**src/rtl/sound_pwm_out.sv**
```systemverilog
// PWM speaker output stage: volume-scales the sample stream, latches duty only at
// period wraps, and soft-ramps the output level when sound is enabled or disabled.
module sound_pwm_out #(
    parameter int N         = 8,
    parameter int RAMP_STEP = 32
) (
    input  logic         clk,
    input  logic         nRst,
    input  logic [N-1:0] sample_i,
    input  logic [2:0]   volume_i,
    input  logic         enable_i,
    output logic         pwm_o,
    output logic         period_start_o,
    output logic         active_o,
    output logic [1:0]   state_o
);

    typedef enum logic [1:0] {
        IDLE      = 2'd0,
        RAMP_UP   = 2'd1,
        ACTIVE    = 2'd2,
        RAMP_DOWN = 2'd3
    } state_e;

    localparam logic [N-1:0] MAX  = {N{1'b1}};
    localparam logic [N:0]   STEP = (N+1)'(RAMP_STEP);

    state_e       state_q, state_d;
    logic [N-1:0] cnt_q;
    logic [N-1:0] ramp_q;
    logic [N-1:0] duty_q;
    logic         pwm_q;
    logic         pstart_q;

    logic         wrap;
    logic [3:0]   vol_mul;
    logic [N+2:0] product;
    logic [N-1:0] scaled;
    logic [N:0]   ramp_sum;
    logic [N-1:0] ramp_up_sat;
    logic [N-1:0] ramp_dn_sat;
    logic [N-1:0] ramp_next;
    logic [N-1:0] duty_next;
    logic [N:0]   ramp_diff;

    assign wrap = (cnt_q == MAX);

    // volume 7 multiplies by 8 and the >>3 gives back the sample unchanged
    assign vol_mul = {1'b0, volume_i} + 4'd1;
    assign product = {3'b000, sample_i} * {{(N-1){1'b0}}, vol_mul};
    assign scaled  = product[N+2:3];

    assign ramp_sum    = {1'b0, ramp_q} + STEP;
    assign ramp_diff   = {1'b0, ramp_q} - STEP;
    assign ramp_up_sat = (ramp_sum > {1'b0, MAX}) ? MAX : ramp_sum[N-1:0];
    assign ramp_dn_sat = ({1'b0, ramp_q} < STEP) ? '0 : ramp_diff[N-1:0];
    assign ramp_next   = enable_i ? ramp_up_sat : ramp_dn_sat;
    assign duty_next   = (scaled < ramp_next) ? scaled : ramp_next;

    always_ff @(posedge clk or negedge nRst) begin
        if (!nRst) begin
            state_q <= IDLE;
        end else begin
            state_q <= state_d;
        end
    end

    always_comb begin
        state_d = state_q;
        if (wrap) begin
            if (ramp_next == '0) begin
                state_d = IDLE;
            end else if (ramp_next == MAX) begin
                state_d = ACTIVE;
            end else if (enable_i) begin
                state_d = RAMP_UP;
            end else begin
                state_d = RAMP_DOWN;
            end
        end
    end

    always_comb begin
        active_o = (state_q != IDLE);
        state_o  = state_q;
    end

    always_ff @(posedge clk or negedge nRst) begin
        if (!nRst) begin
            cnt_q    <= '0;
            ramp_q   <= '0;
            duty_q   <= '0;
            pwm_q    <= 1'b0;
            pstart_q <= 1'b0;
        end else begin
            cnt_q    <= cnt_q + 1'b1;
            pwm_q    <= (cnt_q < duty_q);
            pstart_q <= wrap;
            if (wrap) begin
                ramp_q <= ramp_next;
                duty_q <= duty_next;
            end
        end
    end

    assign pwm_o          = pwm_q;
    assign period_start_o = pstart_q;

endmodule

```
**config.mk**
```make
export PLATFORM = sky130hd
export DESIGN_NAME = sound_pwm_out
export DESIGN_NICKNAME = d
export VERILOG_FILES = /design/src/rtl/sound_pwm_out.sv
export SDC_FILE = /design/constraint.sdc
export NUM_CORES = 1
export LEC_CHECK = 0
export ABC_AREA = 1
export CAP_MARGIN = 20
export CORE_MARGIN = 1
export CORE_UTILIZATION = 40
export CTS_BUF_LIST = sky130_fd_sc_hd__clkbuf_2 sky130_fd_sc_hd__clkbuf_4 sky130_fd_sc_hd__clkbuf_8
export CTS_CLUSTER_SIZE = 16
export DETAILED_ROUTE_END_ITERATION = 8
export DONT_BUFFER_PORTS = 1
export PLACE_DENSITY = 0.53
export SYNTH_ARGS = -nofsm -noshare
export SYNTH_HDL_FRONTEND = slang
export SYNTH_SLANG_ARGS = --single-unit
export TNS_END_PERCENT = 5
```
**constraint.sdc**
```tcl
create_clock -name clk -period 3.2 [get_ports clk]
set_input_delay 0.64 -clock clk [delete_from_list [all_inputs] [get_ports clk]]
set_output_delay 0.64 -clock clk [all_outputs]
set_load 0.01 [all_outputs]
```
Word level (Yosys, flattened, before mapping) --
Index checks and enable logic that the tools add are counted.
Storage, ports and cells: ROM bits 0, memories 0, latch bits 0, output and inout bits 5, memory bits (writable) 0, flip-flop bits (word level) 28
Operators by class: muxes and demuxes 7, div/mod/pow operators 0, shift-type cells 0, reductions and logical operators 2, multipliers 1, add/sub/neg operators 4, $lt $le $gt $ge 4, equal/unequal tests 2, bitwise logic cells 0
Operator list (count):
- 8-bit 2-to-1 mux | 4
- 8-bit == test, second input constant | 2
- 8-bit < comparator | 2
- 8-bit by 4-bit multiplier with 11-bit output | 1
- 8-bit by 6-bit adder with 9-bit output, second input constant | 1
- 9-bit by 8-bit greater-than comparator with 1-bit output, second input constant | 1
- 8-bit by 1-bit adder with 8-bit output, second input constant | 1
- 8-bit logical NOT | 1
- 8-bit by 6-bit < comparator with 1-bit output, second input constant | 1
- 8-bit by 6-bit subtractor with 8-bit output, second input constant | 1
- 2-bit 2-to-1 mux | 3
- 3-bit by 1-bit adder with 4-bit output, second input constant | 1
- 2-bit nonzero test | 1

Longest topological paths before layout --
depth in word-level cells 7, gate-level depth with buffers 24

Worst setup path after synthesis --
Ideal clock, no wire load.
kind in2reg, from input port volume_i[0], to register duty_q[2], required time 3.134 ns, slack -1.641 ns, cell stages on the path 23, buffers on the path 0, data arrival time 4.776 ns, path through ha_1 -> or2_2 -> nand2_1 -> nor2_1 -> fa_1 -> inv_1 -> fa_1 -> inv_1 -> ha_1 -> a21oi_1 -> o21bai_1 -> a21oi_1 -> o21ai_0 -> xor2_1 -> inv_1 -> ha_1 -> a21oi_1 -> nor2_1 -> a211oi_2 -> nand2_4 -> nand2_2 -> nand3_1 -> nand2_1
On the way: cells in the longest elaborated chain, start to end 4
Ends and longest elaborated chain:
- start: declaration | line 10 | input logic [2:0] volume_i,
- 3-bit by 1-bit adder with 4-bit output (*) | line 49 | assign vol_mul = {1'b0, volume_i} + 4'd1;
- 8-bit by 4-bit multiplier with 11-bit output (*) | line 50 | assign product = {3'b000, sample_i} * {{(N-1){1'b0}}, vol_mul};
- 8-bit < comparator | line 58 | assign duty_next = (scaled < ramp_next) ? scaled : ramp_next;
- 8-bit 2-to-1 mux (*) | line 58
- end signal: assignment | line 101 | duty_q <= duty_next;
- end: declaration | line 31 | logic [N-1:0] duty_q;
Mark *: on every way between the ends. The rest lies on a longest branch, timed or not. A chain may end at the register's enable or synchronous reset.

Final worst setup path --
from input port volume_i[0], to register duty_q[7]
The elaborated chain is that of the path after synthesis.

==> results.toml <==
[die]
fp.coreArea_um2 = 6460
die_w_um = 84.6
die_h_um = 84.6
initial_core_util = 0.423
die_area_um2 = 7160
io_pins = 19
row_count = 29

[setup_path]
timing.rr.end = "duty_q[7]"
crit_fanout = 8
startpoint_type = "input port"
reg2reg_depth = 15
r2r-start = "ramp_q[5]"
endpoint_kind = "flop"
critPathKind = "input port to flop"
critPathArrivalTime_ns = 4.39
required_ns = 3.43
reg2reg_slack_ns = 0.47

[clocking]
clockBufferDepth = 2
numCtsBuffers = 3
clk_latency_ns = 0.28
hold_buffers = 0
cts_tree = "yes"
clk_pin_slew_ns = 0.10
cts_root_buf = "clkbuf_8"
clock-sinks = 28
htree_levels = 1

[final_layout]
nets = 477
area_delta_synth_final_pct = 27.6
mostFrequentLayoutCells = "nand2_1 (77), inv_1 (73), buf_4 (53), dfrtp_1 (28), ha_1 (24)"
final_common_cell = "nand2_1"
diodes = 0
drive_gt1_frac = 0.267

[pwr]
finalPower_mw = 1.31
irDropWorstVdd_mv = 0.163
power_density_nw_per_um2 = 376
power.leakage_nw = 2.05

[timing]
fmaxAchievable_mhz = 240
hold_viol = 0
period_needed_ns = 4.16
finalClockSkew_ns = 0.00590
maxSlewViolCount = 0
rsz0062_at_grt = "true"
finalCritPeriodShare = 1.30
max-slew-margin-rel = 0.689
setup_viol = 8
fin_ws_ns = -0.963
fin_setup_tns_ns = -7.58
worst_pin_slew_ns = 0.466

[synth]
yosysSeqAreaShare = 0.257
yosysWarningCount = 0
yosys_register_bits = 28
syn-cell-area_um2 = 2730
yosysUniqueCellTypes = 33
syn_area_per_cell_um2 = 7.52
syn_nets = 420
synth_cells = 363

[routing]
postRouteAntennaNets = 0
drt_iter0_markers = 49
wl_um = 5890
route.detailed.drc = 0
wl_per_cell_um = 11.9
first_pass_iters = 6
dr_total_vias = 2387
via_per_inst = 4.81

[global_routing]
met2_usage = 0.336
met1_usage = 0.213
overflow = 0
grt_max_degree = 29
grt_use_total = 0.181
top_usage_layer = "met2"
gr-usage-met3 = 0.0177
antenna_found_initial = 0
grt_pass1_wl_um = 10600
first_global_vias = 2524

[outcome]
status = "finished with violations"
violations = "negative setup slack"

[placement]
finalWeightedCongestion = 0.774
io_buffer_count = 0
place_hpwl_um = 4690

[run]
cap_violations = 0

[worst_hold_path]
hold_class = "input port to asynchronous set/reset pin"
registers in the layout, summed over array words and instances (netlist names):
register,count
period_start_o,1
cnt_q,8
duty_q,8
state_o,2
ramp_q,8
pwm_o,1
synth_stat cells, drive strengths merged:
| library cell | count | area [um^2] |
|---|---|---|
| nand3 | 27 | 140 |
| nand2 | 97 | 427 |
| ha | 31 | 388 |
| a22oi | 1 | 7.51 |
| a21boi | 1 | 7.51 |
| clkbuf | 3 | 21.3 |
| dfrtp | 28 | 701 |
| o21ai | 11 | 58.8 |
| xor2 | 12 | 105 |
| or2 | 3 | 18.8 |
| nor3 | 2 | 10.0 |
| o2111ai | 1 | 8.76 |
| o21bai | 1 | 7.51 |
| nand4 | 7 | 43.8 |
| a2111oi | 1 | 8.76 |
| inv | 78 | 293 |
| o211ai | 1 | 7.51 |
| xnor2 | 2 | 17.5 |
| fa | 12 | 240 |
| nor2 | 24 | 92.6 |
| a31oi | 2 | 12.5 |
| a21oi | 13 | 65.1 |
| a21o | 2 | 15.0 |
| o31ai | 1 | 12.5 |
| a211oi | 2 | 20.0 |
how the worst max path moves through the flow:
stage / start / endpoint / slack [ns] / cells after the start
6_report: volume_i[0] / duty_q[7] / -0.96 / 25
5_1_grt: volume_i[0] / duty_q[1] / -1.16 / 23
4_1_cts: volume_i[0] / duty_q[0] / -0.94 / 25
3_5_place_dp: volume_i[0] / duty_q[3] / -1.49 / 24
3_3_place_gp: volume_i[0] / duty_q[7] / -1.41 / 24
2_1_floorplan: volume_i[0] / duty_q[2] / -1.35 / 23
cell type report:
| cell class | instances | area (um^2) |
|---|---|---|
| tap | 77 | 96.3 |
| clock inverter | 1 | 30.0 |
| fill | 620 | 2980 |
| clock buffer | 3 | 41.3 |
| timing repair buffer | 55 | 429 |
| inverter | 78 | 293 |
| multi-input combinational | 254 | 1890 |
| sequential | 28 | 701 |
critical path, cell delays in order:
cell and delay (ns):
ha_4 0.14, or2_4 0.25, nand2_4 0.10, nor2_1 0.07
fa_1 0.50, inv_1 0.05, fa_1 0.53, inv_1 0.07
ha_4 0.24, nand2_1 0.06, a21oi_1 0.04, a211oi_1 0.22
nand2_1 0.09, or2_2 0.28, nand2_2 0.07, inv_1 0.06
ha_4 0.21, nand2_1 0.08, nor2_2 0.06, a211oi_4 0.18
buf_6 0.16, nand2_8 0.08, nand2_2 0.06, nand3_1 0.09
nand2_1 0.09
through the flow:
step,cells,util,hold slack (ns),area (um^2),worst slack (ns)
after global routing,496,0.539,0.0223,3480,-1.16
after floorplan,363,-,0.344,2800,-1.35
after global placement,483,0.501,0.345,3230,-1.41
after CTS,495,0.537,0.0353,3470,-0.944
after detailed placement,483,0.501,0.345,3230,-1.49
final,496,0.539,0.0399,3480,-0.963
where the power goes:
group / switching, mW / total, mW / leakage (nW) / internal, mW
combinational: 0.312 / 0.675 / 1.74 / 0.362
clock: 0.114 / 0.281 / 0.0357 / 0.168
sequential: 0 / 0.354 / 0.277 / 0.354
total: 0.426 / 1.31 / 2.05 / 0.883
cells by family (layout without fill, tap and decap cells):
| group | count (synthesis) | count (layout) | synth area share |
|---|---|---|---|
| simple gates | 160 | 160 | 0.268 |
| buf+inv | 81 | 137 | 0.115 |
| fa+ha+maj | 43 | 43 | 0.230 |
| compound gates | 37 | 37 | 0.0848 |
| flops | 28 | 28 | 0.257 |
| xor+xnor | 14 | 14 | 0.0449 |
repair_timing:
| action | in CTS | in global routing |
|---|---|---|
| setup buffers | 8 | 1 |
| pin swaps | 22 | 5 |
| hold endpoints to repair | 0 | 0 |
| gates cloned | 0 | 0 |
| endpoints found under the setup margin | 8 | 8 |
| resized for setup | 18 | 2 |
routing by layer:
layer,wire length (um),vias up,part of all wire
li1,-,1242,-
met1,2660,1095,0.45
met2,2930,39,0.50
met3,146,11,0.025
met4,150,0,0.025
met5,0,-,0
Power figures use the tool's default switching activity.
